$ cat src/rtl/uart_rx.sv
// uart_rx -- 8N1 serial receiver with a 2-flop input synchronizer.
//
// Frame: 1 start bit (0), 8 data bits LSB first, 1 stop bit (1); line idles high.
// Bits are sampled at their nominal centre. The first sample is taken HALF
// cycles after the falling edge seen on the synchronized line, and each later
// sample follows CLKS_PER_BIT cycles after the one before it.
//
// Parameters:
//   CLKS_PER_BIT  clk cycles per serial bit (4..8191)
// Ports:
//   clk          sole clock, rising edge
//   rst          asynchronous active-high reset
//   rx_i         asynchronous serial input
//   data_o       last correctly framed byte; changes only with valid_o
//   valid_o      one-cycle pulse, data_o holds a new byte
//   frame_err_o  one-cycle pulse, stop bit sampled low
//   active_o     high while a frame is being received
module uart_rx #(
  parameter logic [12:0] CLKS_PER_BIT = 13'd1736
) (
  input  logic       clk,
  input  logic       rst,
  input  logic       rx_i,
  output logic [7:0] data_o,
  output logic       valid_o,
  output logic       frame_err_o,
  output logic       active_o
);

  localparam logic [12:0] HALF      = CLKS_PER_BIT / 13'd2;
  localparam logic [12:0] HALF_LAST = HALF - 13'd1;
  localparam logic [12:0] BIT_LAST  = CLKS_PER_BIT - 13'd1;

  typedef enum logic [2:0] {
    IDLE    = 3'd0,
    START_B = 3'd1,
    DATA    = 3'd2,
    STOP_B  = 3'd3,
    CLEANUP = 3'd4
  } state_e;

  state_e      state_q, state_d;
  logic [12:0] cnt_q, cnt_d;
  logic [2:0]  idx_q, idx_d;
  logic [7:0]  shift_q, shift_d;
  logic [7:0]  data_q, data_d;
  logic        valid_q, valid_d;
  logic        ferr_q, ferr_d;
  logic        active_q, active_d;
  logic        rx_meta_q, rx_s_q;

  // Synchronizer resets to the idle level so a reset never looks like a start bit.
  // NOTE: sequential state uses non-blocking assignments so every flop samples
  // pre-edge values regardless of the order the simulator evaluates blocks.
  always_ff @(posedge clk or posedge rst) begin
    if (rst) begin
      rx_meta_q <= 1'b1;
      rx_s_q    <= 1'b1;
    end else begin
      rx_meta_q <= rx_i;
      rx_s_q    <= rx_meta_q;
    end
  end

  // NOTE: every signal written here gets a default first, so no path through
  // the case statement can leave one unassigned and infer a latch.
  always_comb begin
    state_d  = state_q;
    cnt_d    = cnt_q;
    idx_d    = idx_q;
    shift_d  = shift_q;
    data_d   = data_q;
    valid_d  = 1'b0;
    ferr_d   = 1'b0;

    unique case (state_q)
      IDLE: begin
        cnt_d = '0;
        idx_d = '0;
        if (!rx_s_q) state_d = START_B;
      end

      START_B: begin
        if (cnt_q == HALF_LAST) begin
          cnt_d   = '0;
          // A start bit that is gone by mid-bit was a glitch: drop it silently.
          state_d = rx_s_q ? IDLE : DATA;
        end else begin
          cnt_d = cnt_q + 13'd1;
        end
      end

      DATA: begin
        if (cnt_q == BIT_LAST) begin
          cnt_d          = '0;
          shift_d[idx_q] = rx_s_q;
          if (idx_q == 3'd7) begin
            idx_d   = '0;
            state_d = STOP_B;
          end else begin
            idx_d = idx_q + 3'd1;
          end
        end else begin
          cnt_d = cnt_q + 13'd1;
        end
      end

      STOP_B: begin
        if (cnt_q == BIT_LAST) begin
          cnt_d   = '0;
          state_d = CLEANUP;
          if (rx_s_q) begin
            data_d  = shift_q;
            valid_d = 1'b1;
          end else begin
            ferr_d = 1'b1;
          end
        end else begin
          cnt_d = cnt_q + 13'd1;
        end
      end

      CLEANUP: begin
        cnt_d   = '0;
        idx_d   = '0;
        state_d = IDLE;
      end

      default: begin
        cnt_d   = '0;
        idx_d   = '0;
        state_d = IDLE;
      end
    endcase

    // Registered so active_o tracks the state register without decode glitches.
    active_d = (state_d == START_B) || (state_d == DATA) || (state_d == STOP_B);
  end

  always_ff @(posedge clk or posedge rst) begin
    if (rst) begin
      state_q  <= IDLE;
      cnt_q    <= '0;
      idx_q    <= '0;
      data_q   <= 8'h00;
      valid_q  <= 1'b0;
      ferr_q   <= 1'b0;
      active_q <= 1'b0;
    end else begin
      state_q  <= state_d;
      cnt_q    <= cnt_d;
      idx_q    <= idx_d;
      data_q   <= data_d;
      valid_q  <= valid_d;
      ferr_q   <= ferr_d;
      active_q <= active_d;
    end
  end

  // NOTE: the shift register is pure datapath; it is only copied to data_o after
  // all eight bits of a good frame have been written, so it needs no reset.
  always_ff @(posedge clk) begin
    shift_q <= shift_d;
  end

  assign data_o      = data_q;
  assign valid_o     = valid_q;
  assign frame_err_o = ferr_q;
  assign active_o    = active_q;

endmodule

$ cat config.mk
export PLATFORM = sky130hd
export DESIGN_NAME = uart_rx
export DESIGN_NICKNAME = d
export VERILOG_FILES = /design/src/rtl/uart_rx.sv
export SDC_FILE = /design/constraint.sdc
export NUM_CORES = 1
export LEC_CHECK = 0
export ABC_AREA = 1
export CORE_MARGIN = 8
export CORE_UTILIZATION = 50
export CTS_CLUSTER_SIZE = 16
export DETAILED_ROUTE_END_ITERATION = 6
export GPL_TIMING_DRIVEN = 0
export PLACE_DENSITY = 0.74
export RECOVER_POWER = 25
export SYNTH_ARGS = -nofsm -noshare
export SYNTH_HDL_FRONTEND = slang
export SYNTH_SLANG_ARGS = --single-unit
$ cat constraint.sdc
create_clock -name clk -period 1.9 [get_ports clk]
set_input_delay 0.19 -clock clk [delete_from_list [all_inputs] [get_ports clk]]
set_output_delay 0.19 -clock clk [all_outputs]
set_load 0.01 [all_outputs]
# Yosys cells after proc, flatten, opt, wreduce, memory -nomap -nowiden
# Index checks and enable logic that the tools add are counted.
classes:
  n_addsub: 2
  n_lt_le_gt_ge: 2
  n_eq_ne: 10
  muxes: 22
  n_bitwise: 1
  n_reduce_logical: 9
op_table:
  columns: ["cell", "count"]
  rows:
  - ["two-way mux 13 bit", 2]
  - ["one-hot mux 13 bit (2 select lines)", 1]
  - ["two-way mux 3 bit", 7]
  - ["adder 13 x 1 -> 13 bit, second input constant", 1]
  - ["== test 13 x 10 -> 1 bit, second input constant", 1]
  - ["== test 13 x 11 -> 1 bit, second input constant", 1]
  - ["== test 3 x 2 -> 1 bit, second input constant", 4]
  - ["one-hot mux 3 bit (4 select lines)", 1]
  - ["bitwise mux 8 bit", 1]
  - ["two-way mux 1 bit", 7]
  - ["== test 3 x 1 -> 1 bit, second input constant", 2]
  - ["one-hot mux 3 bit (2 select lines)", 1]
  - ["< comparator 3 x 4 -> 1 bit, second input constant", 1]
  - ["AND reduction 2 bit", 2]
  - ["OR reduction 2 bit", 2]
  - ["adder 3 x 1 -> 3 bit, second input constant", 1]
  - ["demux 1 bit (select 3 bit)", 1]
  - ["== test 3 bit, second input constant", 1]
  - [">= comparator 3 x 1 -> 1 bit, second input constant", 1]
  - ["zero test 3 bit", 1]
  - ["AND reduction 3 bit", 1]
  - ["logical OR 1 bit", 2]
  - ["two-way mux 2 bit", 1]
  - ["inequality test 2 bit, second input constant", 1]
  - ["other kinds (2)", 2]
totals:
  ff_bits: 40
  input_bits: 3
  out_inout_bits: 11
  elab_cells: 56

# Longest topological paths before layout
logic_depth:
  word_depth: 7
  mapped_depth: 9
  depth_no_buf: 9

# Worst setup path before layout
# OpenSTA, ideal clock, no wires.
synth_path:
  kind: "reg-to-reg"
  startpoint: "register cnt_q[0]"
  endpoint: "register shift_q[0] (enable)"
  setup_time_ns: 0.299
  arrival_ns: 1.234
  t_required_ns: 1.601
  slack_ns: 0.368
  path_stages_with_launch: 8
  n_path_buf: 0
  period_less_slack_ns: 1.532
  cell_sequence: "dfrtp_1 > ha_1 > nand2_1 > nor2_1 > nand3_2 > nor2_1 > nand2_1 > nor2_1"
synth_via:
  elab_chain_len: 2
synth_rtl:
  columns: ["item", "line", "source"]
  rows:
  - ["start: declaration", "43", "logic [12:0] cnt_q, cnt_d;"]
  - ["start signal: assignment", "151", "cnt_q <= cnt_d;"]
  - ["== test 13 x 11 -> 1 bit", "94", "if (cnt_q == BIT_LAST) begin"]
  - ["AND reduction 2 bit (no source line)", null, null]
  - ["end signal: assignment", "163", "shift_q <= shift_d;"]
  - ["end: declaration", "45", "logic [7:0] shift_q, shift_d;"]
# No other way between the ends.
# A chain may end at the register's enable or synchronous reset.

# Worst setup path after layout
layout_path:
  startpoint: "register cnt_q[0]"
  endpoint: "register shift_q[4] (enable)"
# Same word-level chain as after synthesis.

==> results.py <==
metrics = {
    "yosys": {
        "ys_types": 22,
        "ys_seq_elements": 40,
        "synth_fp_nets": 235,
        "yosysSeqAreaShare": 0.543,
        "syn_avg_cell_area_um2": 8.39,
        "yosysWarnings": 0,
        "synthCells": 229,
        "netlist_area_um2": 1920,
    },
    "setup_path": {
        "slowest_delay_ns": 0.42,
        "path_common_cell": "nor2_1",
        "worstPathArrival_ns": 1.72,
        "path_buf_inv": 0,
        "reg2regPathDepth": 7,
        "crit_type": "flop to flop",
        "worstReg2RegEnd": "shift_q[4]$_DFFE_PP_",
        "crit_chain": "ha_2 -> nand2_1 -> nor2_1 -> nand3_2 -> nor2_1 -> nand2_1 -> nor2_1",
        "reg2reg_from": "cnt_q[0]$_DFF_PP0_",
        "crit_family": "simple AND/OR/NAND/NOR gates",
        "cp.required_ns": 1.91,
        "r2r_slack_ns": 0.18,
        "endpoint_kind": "flop",
        "cp_max_fo": 6,
        "start_kind": "flop",
        "slowest_stage": "dfrtp_2",
    },
    "clock_network": {
        "post-cts-setup-buffers": 0,
        "root_buffer": "clkbuf_8",
        "cts_resized": 0,
        "cts.path.max_buffers": 2,
        "numCtsBuffers": 5,
        "clk_pin_slew_ns": 0.08,
        "cts.sinks": 40,
        "hold_buffers": 0,
        "cts_tree": "built",
        "insertion_delay_ns": 0.29,
        "h-tree-depth": 2,
    },
    "global_route": {
        "grt_pass1_wl_um": 6220,
        "antenna_found_initial": 0,
        "grt_use_total": 0.123,
        "grt_start_max_net_pins": 33,
        "grt_pass1_vias": 1411,
        "grt-ovfl-total": 0,
    },
    "timing": {
        "setup_ws_ns": 0.185,
        "min_period_ns": 1.72,
        "fin_skew_ns": 0.00473,
        "timing.final.crit_share": 0.903,
        "whs_ns": 0.265,
        "setup-tns-final_ns": 0,
        "finalSetupViolations": 0,
        "tightest_slew_ns": 0.992,
        "grt_setup_unrepaired": "no",
        "hold_viol": 0,
        "slew_headroom": 0.338,
        "slew_viol_final": 0,
        "fmax_mhz": 583,
    },
    "floorplan": {
        "die_area_um2": 6080,
        "die_w_um": 78.0,
        "initial_core_util": 0.521,
        "rows": 22,
        "die_h_um": 78.0,
        "core_area_um2": 3690,
        "ios": 14,
    },
    "drt": {
        "ant_nets": 0,
        "firstDrtPassIters": 4,
        "drc": 0,
        "drt_iter0_markers": 129,
        "vias": 1462,
        "via_per_inst": 4.89,
        "wl_per_cell_um": 11.2,
        "routed_wl_um": 3350,
    },
    "placed_design": {
        "io_buffers": 13,
        "place_congestion": 0.867,
        "pre_cts_slack_ns": 0.0830,
        "dp_hpwl_um": 2450,
    },
    "final_layout": {
        "nFillCells": 326,
        "nNetsFinal": 256,
        "most-common-layout-cells": "62 x nand2_1, 44 x nor2_1, 29 x dfrtp_1, 26 x inv_1, 11 x clkdlybuf4s50_1",
        "layout-drive-gt1-share": 0.112,
        "diodes": 0,
        "syn2layout_area_growth_pct": 16.5,
        "layout_commonest_cell": "nand2_1",
    },
    "pwr": {
        "leakage_uw": 0.00107,
        "ir_drop_uv": 366,
        "p_per_area_nw_per_um2": 706,
    },
    "run": {
        "max_cap_viol_count": 0,
    },
    "min_path": {
        "hp-class": "input port to async pin",
    },
    "outcome": {
        "status": "completed",
    },
}
==> Yosys cell counts, drive strengths merged <==
master / number / area (um^2)
o21ai: 6 / 30.0
edfxtp: 8 / 240
a21boi: 1 / 7.51
nand4: 7 / 50.1
ha: 3 / 37.5
nand3: 11 / 60.1
dfstp: 2 / 52.6
nor3: 7 / 50.1
dfrtp: 30 / 751
nand2: 66 / 258
inv: 30 / 113
nor2: 49 / 211
xor2: 3 / 26.3
a21oi: 5 / 25.0
o211a: 1 / 10.0
==> sequential cells by signal (all words and copies together), names as in the netlist <==
register	flops
valid_o	1
frame_err_o	1
cnt_q	13
state_q	3
idx_q	3
rx_s_q	1
active_o	1
shift_q	8
rx_meta_q	1
data_o	8
==> worst max-delay path by stage <==
stage	start	endpoint	slack [ns]	depth (start not counted)
2_1_floorplan	cnt_q[0]$_DFF_PP0_	shift_q[0]$_DFFE_PP_	0.37	7
3_3_place_gp	cnt_q[0]$_DFF_PP0_	shift_q[4]$_DFFE_PP_	0.13	7
3_5_place_dp	cnt_q[0]$_DFF_PP0_	shift_q[4]$_DFFE_PP_	0.08	7
4_1_cts	cnt_q[0]$_DFF_PP0_	shift_q[4]$_DFFE_PP_	0.08	7
5_1_grt	cnt_q[0]$_DFF_PP0_	shift_q[4]$_DFFE_PP_	0.05	7
6_report	cnt_q[0]$_DFF_PP0_	shift_q[4]$_DFFE_PP_	0.18	7
==> logic make-up (layout without fill, tap and decap cells) <==
kind of cell	after synthesis	after routing	synth area share
buffers and inverters	30	52	0.0586
adder cells (fa/ha/maj)	3	3	0.0195
AO/OA/AOI/OAI	13	13	0.0378
flip-flops	40	40	0.543
AND/OR/NAND/NOR	140	140	0.327
XOR/XNOR	3	3	0.0137
==> report_power, final <==
part | switching, uW | internal (uW)
logic | 15.0 | 5.01
clock network | 291 | 389
registers | 2.84 | 878
total | 309 | 1270
==> layout make-up <==
class	count	area, um^2	area share
sequential	40	1040	0.466
multi-input combinational	159	768	0.343
timing repair buffer	14	143	0.0637
inverter	30	113	0.0503
clock buffer	5	68.8	0.0307
tap	48	60.1	0.0268
clock inverter	3	42.5	0.0190
==> per-stage QoR <==
stage / area, um^2 / utilization / total power [uW] / cells
2_1_floorplan: 1920 / - / 910 / 229
3_3_place_gp: 2110 / 0.573 / 919 / 290
3_5_place_dp: 2110 / 0.573 / 919 / 290
4_1_cts: 2220 / 0.603 / 1600 / 298
5_1_grt: 2240 / 0.607 / 1650 / 299
6_report: 2240 / 0.607 / 1580 / 299
==> per-layer routing <==
metal	wire, um	track usage
met4	42	0.0444
met5	0	0
met3	192	0.0415
met2	1420	0.186
met1	1690	0.161
(Power assumes the default switching activity.)
